**config.mk**
```make
export PLATFORM = sky130hd
export DESIGN_NAME = ss_fifo_flat
export DESIGN_NICKNAME = d
export VERILOG_FILES = /design/src/rtl/ss_pkg.sv /design/src/rtl/ss_fifo_if.sv /design/src/rtl/ss_fifo_mem.sv /design/src/rtl/ss_fifo.sv /design/src/flat_wrapper.sv
export SDC_FILE = /design/constraint.sdc
export NUM_CORES = 1
export LEC_CHECK = 0
export ABC_AREA = 1
export CORE_MARGIN = 1.5
export CORE_UTILIZATION = 50
export DETAILED_ROUTE_END_ITERATION = 12
export GPL_TIMING_DRIVEN = 0
export PLACE_DENSITY = 0.87
export SLEW_MARGIN = 20
export SYNTH_ARGS = -nofsm -noshare
export SYNTH_HDL_FRONTEND = slang
export SYNTH_SLANG_ARGS = --single-unit
```
**constraint.sdc**
```tcl
create_clock -name clk1 -period 5.55 [get_ports clk1]
set_clock_uncertainty 0.2 [all_clocks]
set_input_delay 0.8325 -clock clk1 [delete_from_list [all_inputs] [get_ports clk1]]
set_output_delay 0.8325 -clock clk1 [all_outputs]
set_load 0.02 [all_outputs]
```
**src/rtl/ss_pkg.sv**
```systemverilog
// Shared definitions for the source_sink stream path: default sizing and word/count types.
package ss_pkg;

    localparam int DEFAULT_WIDTH = 8;
    localparam int DEFAULT_DEPTH = 4;
    localparam int DEFAULT_CW    = $clog2(DEFAULT_DEPTH) + 1;

    typedef logic [DEFAULT_WIDTH-1:0] ss_word_t;
    typedef logic [DEFAULT_CW-1:0]    ss_cnt_t;

endpackage

```
**src/rtl/ss_fifo_if.sv**
```systemverilog
// Valid/ready stream bundle carrying both the ingress and egress handshakes of the buffer.
interface ss_fifo_if
    import ss_pkg::*;
#(
    parameter int WIDTH = DEFAULT_WIDTH
);

    logic             in_valid;
    logic [WIDTH-1:0] in_data;
    logic             in_ready;
    logic             out_valid;
    logic [WIDTH-1:0] out_data;
    logic             out_ready;

    // The side that feeds words in and drains them out.
    modport master (
        output in_valid, in_data, out_ready,
        input  in_ready, out_valid, out_data
    );

    // The buffer itself.
    modport slave (
        input  in_valid, in_data, out_ready,
        output in_ready, out_valid, out_data
    );

endinterface

```
**src/rtl/ss_fifo_mem.sv**
```systemverilog
// DEPTH x WIDTH storage with one synchronous write port and one asynchronous read port.
module ss_fifo_mem
    import ss_pkg::*;
#(
    parameter int WIDTH = DEFAULT_WIDTH,
    parameter int DEPTH = DEFAULT_DEPTH,
    localparam int AW   = $clog2(DEPTH)
) (
    input  logic             clk1,
    input  logic             we,
    input  logic [AW-1:0]    waddr,
    input  logic [WIDTH-1:0] wdata,
    input  logic [AW-1:0]    raddr,
    output logic [WIDTH-1:0] rdata
);

    logic [WIDTH-1:0] mem [DEPTH];

    // Storage is deliberately left unreset; the pointers decide what is valid.
    always_ff @(posedge clk1) begin
        if (we) begin
            mem[waddr] <= wdata;
        end
    end

    assign rdata = mem[raddr];

endmodule

```
**src/rtl/ss_fifo.sv**
```systemverilog
// Elastic valid/ready buffer with occupancy and high-watermark tracking.
module ss_fifo
    import ss_pkg::*;
#(
    parameter int WIDTH = DEFAULT_WIDTH,
    parameter int DEPTH = DEFAULT_DEPTH,
    localparam int CW   = $clog2(DEPTH) + 1,
    localparam int AW   = $clog2(DEPTH)
) (
    input  logic          clk1,
    input  logic          rst,
    ss_fifo_if.slave      bus,
    output logic [CW-1:0] count,
    output logic          full,
    output logic          empty,
    output logic [CW-1:0] hwm
);

    logic [AW-1:0]    wr_ptr;
    logic [AW-1:0]    rd_ptr;
    logic [CW-1:0]    count_next;
    logic [WIDTH-1:0] head_data;
    logic             push;
    logic             pop;

    // Flags come only from registered occupancy, so no input reaches an output combinationally.
    assign full          = (count == CW'(DEPTH));
    assign empty         = (count == '0);
    assign bus.in_ready  = !full;
    assign bus.out_valid = !empty;
    assign bus.out_data  = bus.out_valid ? head_data : '0;

    assign push = bus.in_valid && bus.in_ready;
    assign pop  = bus.out_valid && bus.out_ready;

    // Next occupancy: simultaneous push and pop cancel out.
    always_comb begin
        count_next = count;
        case ({push, pop})
            2'b10:   count_next = count + CW'(1);
            2'b01:   count_next = count - CW'(1);
            default: count_next = count;
        endcase
    end

    // Pointer, occupancy and watermark registers; reset drops everything in flight.
    always_ff @(posedge clk1) begin
        if (!rst) begin
            wr_ptr <= '0;
            rd_ptr <= '0;
            count  <= '0;
            hwm    <= '0;
        end else begin
            if (push) begin
                wr_ptr <= wr_ptr + AW'(1);
            end
            if (pop) begin
                rd_ptr <= rd_ptr + AW'(1);
            end
            count <= count_next;
            if (count_next > hwm) begin
                hwm <= count_next;
            end
        end
    end

    ss_fifo_mem #(
        .WIDTH (WIDTH),
        .DEPTH (DEPTH)
    ) u_mem (
        .clk1  (clk1),
        .we    (push && rst),
        .waddr (wr_ptr),
        .wdata (bus.in_data),
        .raddr (rd_ptr),
        .rdata (head_data)
    );

endmodule

```
**src/flat_wrapper.sv**
```systemverilog
// flat-port wrapper written by rule: the top's interface ports become plain ports
module ss_fifo_flat import ss_pkg::*;
#(
    parameter int WIDTH = DEFAULT_WIDTH,
    parameter int DEPTH = DEFAULT_DEPTH,
    localparam int CW   = $clog2(DEPTH) + 1,
    localparam int AW   = $clog2(DEPTH)
)
  (clk1, rst, count, full, empty, hwm, bus_in_valid, bus_in_data, bus_out_ready, bus_in_ready, bus_out_valid, bus_out_data);
  ss_fifo_if #(.WIDTH(WIDTH)) bus_i ();
  input  logic clk1;
  input  logic rst;
  output logic [CW-1:0] count;
  output logic full;
  output logic empty;
  output logic [CW-1:0] hwm;
  input wire logic [$bits(bus_i.in_valid)-1:0] bus_in_valid;
  input wire logic [$bits(bus_i.in_data)-1:0] bus_in_data;
  input wire logic [$bits(bus_i.out_ready)-1:0] bus_out_ready;
  output wire logic [$bits(bus_i.in_ready)-1:0] bus_in_ready;
  output wire logic [$bits(bus_i.out_valid)-1:0] bus_out_valid;
  output wire logic [$bits(bus_i.out_data)-1:0] bus_out_data;
  assign bus_i.in_valid = bus_in_valid;
  assign bus_i.in_data = bus_in_data;
  assign bus_i.out_ready = bus_out_ready;
  assign bus_in_ready = bus_i.in_ready;
  assign bus_out_valid = bus_i.out_valid;
  assign bus_out_data = bus_i.out_data;
  ss_fifo #(.WIDTH(WIDTH), .DEPTH(DEPTH)) u_core (.clk1(clk1), .rst(rst), .bus(bus_i), .count(count), .full(full), .empty(empty), .hwm(hwm));
endmodule
```
==> impl_metrics.py <==
metrics = {
    "global_routing": {
        "grt_pass1_wl_um": 5590,
        "antenna_found_initial": 0,
        "grt_usage_pct": 17.9,
        "grt-ovfl-total": 0,
        "grt_start_max_net_pins": 16,
        "grt_pass1_vias": 1263,
    },
    "routing": {
        "post_drt_wl_per_cell_um": 12.6,
        "num_vias": 1351,
        "wirelength_um": 3430,
        "drc_errors": 0,
        "final_antenna_net_count": 0,
        "drtIter0Drc": 78,
        "dr.pass1.iters": 4,
        "vias_per_cell": 4.97,
    },
    "cells_and_area": {
        "final_net_count": 244,
        "layoutNonFillerInstCount": 272,
        "diodes": 0,
        "drive_gt1_share_pct": 15.6,
        "final_cell_mix": "32 x nor2_1, 32 x edfxtp_1, 29 x clkdlybuf4s50_1",
        "synthToLayoutAreaGrowth_pct": 23.6,
    },
    "placement": {
        "dp_cells": 264,
        "dpl.hpwl_um": 2400,
        "port_buffers": 29,
        "post-place-ws_ns": 1.99,
        "place_congestion": 0.772,
    },
    "clock_tree": {
        "numCtsBuffers": 5,
        "cts_resized": 0,
        "path_clk_slew_ns": 0.08,
        "post_cts_buffers": 0,
        "cts_num_sinks": 44,
        "htreeDepth": 2,
        "cts-root-buf": "clkbuf_8",
        "postCtsHoldBufs": 0,
        "cts_tree": "done",
        "clock_path_buffers": 2,
        "insertion_delay_ns": 0.30,
    },
    "timing": {
        "fin_tns_setup_ns": 0,
        "slew_headroom_pct": 49.0,
        "final-max-slew-violation-count": 0,
        "fin_crit_sh_pct": 58.4,
        "final.min_clock_period_ns": 3.24,
        "setup_viol": 0,
        "fin_ws_ns": 2.31,
        "tightest_slew_ns": 0.762,
        "rsz0062_at_grt": "no",
        "clock.fmax_mhz": 308,
        "hold_viol": 0,
        "hold_slack_ns": 0.311,
    },
    "power": {
        "power_switching_uw": 520,
        "clkPwrFrac_pct": 18.9,
        "seq_power_share_pct": 31.7,
        "p_sw_share_pct": 39.4,
        "vdd.ir_drop.worst_v": 0.000484,
        "p_total_uw": 1320,
        "power.internal_uw": 802,
        "power_density_nw_per_um2": 543,
        "leakagePower_uw": 0.000936,
        "combPwrFrac_pct": 49.4,
    },
    "critical_path": {
        "endpoint_kind": "flip-flop",
        "r2r_slack_ns": 2.68,
        "worstPathRequired_ns": 5.56,
        "crit_type": "input pin to flip-flop",
        "worst_setup_path_start_kind": "input pin",
        "arrival_ns": 3.25,
        "cp_max_fo": 6,
    },
    "synth": {
        "synth.top_cell.area_share_pct": 48.8,
        "synth-seq-cells": 44,
        "synth.area.top_cells": "edfxtp_1 49%, dfxtp_1 12%, nor2_1 6.1%, ha_1 5.1%, a21oi_1 3.8%",
        "ys_types": 22,
        "synth_nets": 208,
        "syn_area_um2": 1970,
        "synth_warnings": 0,
        "syn_area_per_cell_um2": 10.5,
        "seq_area_frac_synth_pct": 61.0,
        "syn_inst": 187,
        "synth_top_area_cell": "edfxtp_1",
    },
    "min_path": {
        "hold_class": "flip-flop to flip-flop",
    },
    "run_status": {
        "outcome": "completed",
    },
    "die": {
        "rows": 22,
        "start_util_pct": 53.0,
        "die_w_um": 65.8,
        "core_region_area_um2": 3720,
        "die_area_um2": 4330,
        "die_y_um": 65.8,
        "num_io_pins": 30,
    },
    "flow_run": {
        "maxCapViolCount": 0,
    },
}
[synth_stat cells]
master and number:
nand2_2 2, buf_12 1, ha_1 8, edfxtp_1 32
nand3b_1 1, xnor2_1 1, inv_2 7, dfxtp_1 12
nand2_1 15, nand3_1 3, nand4_1 1, o21ai_1 14
inv_1 18, o21ai_0 6, buf_6 2, a21oi_1 15
nor2_2 12, buf_4 1, nor2_1 32, xor2_1 1
nand3_2 2, fa_1 1
[layout make-up]
type | instances | area [µm²]
plain buffers | 4 | 50.0
clock buffers | 5 | 68.8
clock inverters | 3 | 46.3
fillers | 271 | 1280
inverters | 25 | 93.8
multi-input cells | 114 | 626
flip-flops and latches | 44 | 1200
well taps | 48 | 60.1
repair buffers | 29 | 290
[sequential cells by signal, summed over array words and instances (netlist names), named ones only]
| register | cells |
|---|---|
| u_core.u_mem.mem | 32 |
| u_core.hwm | 3 |
| u_core.wr_ptr | 2 |
| u_core.count | 3 |
| u_core.rd_ptr | 2 |
[layer usage]
metal | wire length, µm | vias to the layer above | global-route usage, %
li1 | - | 692 | -
met1 | 1550 | 616 | 21.5
met2 | 1650 | 36 | 29.5
met3 | 170 | 7 | 5.11
met4 | 60 | 0 | 8.33
met5 | 0 | - | 0
[path summary, 6_finish.rpt]
kind                                 start                       endpoint  cells after the start
max                           bus_in_valid     u_core.hwm[0]$_SDFFE_PN0N_                     15
min          u_core.rd_ptr[0]$_SDFFE_PN0P_  u_core.rd_ptr[0]$_SDFFE_PN0P_                      2
max reg2reg     u_core.count[0]$_SDFF_PN0_     u_core.hwm[0]$_SDFFE_PN0N_                     17
min reg2reg  u_core.rd_ptr[0]$_SDFFE_PN0P_  u_core.rd_ptr[0]$_SDFFE_PN0P_                      2
[cell families after synthesis]
| kind of cell | share of synthesized area [%] |
|---|---|
| flops | 61.0 |
| simple gates | 15.9 |
| compound gates | 8.89 |
| buf+inv | 7.30 |
| xor+xnor | 0.889 |
| fa+ha+maj | 6.10 |
[worst max-delay path: stages]
cell and delay (ns):
clkdlybuf4s50_1 0.50, nand2_2 0.10, ha_1 0.23, fa_1 0.39, nand2_1 0.11, nand3_1 0.08
nand2_1 0.08, nand2_1 0.07, ha_1 0.31, a21oi_1 0.15, nand2_1 0.06, nand2_1 0.15
nand2_1 0.07, nand2_1 0.06, nor2_1 0.04
[power by group through the flow]
stage / registers, µW / clock network (µW) / logic, µW
final: 419 / 249 / 654
after global routing: 424 / 265 / 725
after CTS: 420 / 250 / 659
after detailed placement: 427 / 0 / 657
after global placement: 426 / 0 / 636
after floorplan: 443 / 0 / 414
[stage by stage]
stage          util (%)  instance area [µm²]
4_1_cts            65.6                 2440
5_1_grt            65.6                 2440
2_1_floorplan         -                 1970
6_report           65.6                 2440
3_3_place_gp       62.5                 2320
3_5_place_dp       62.5                 2320
Note: power is estimated with default switching activity, not from simulation.
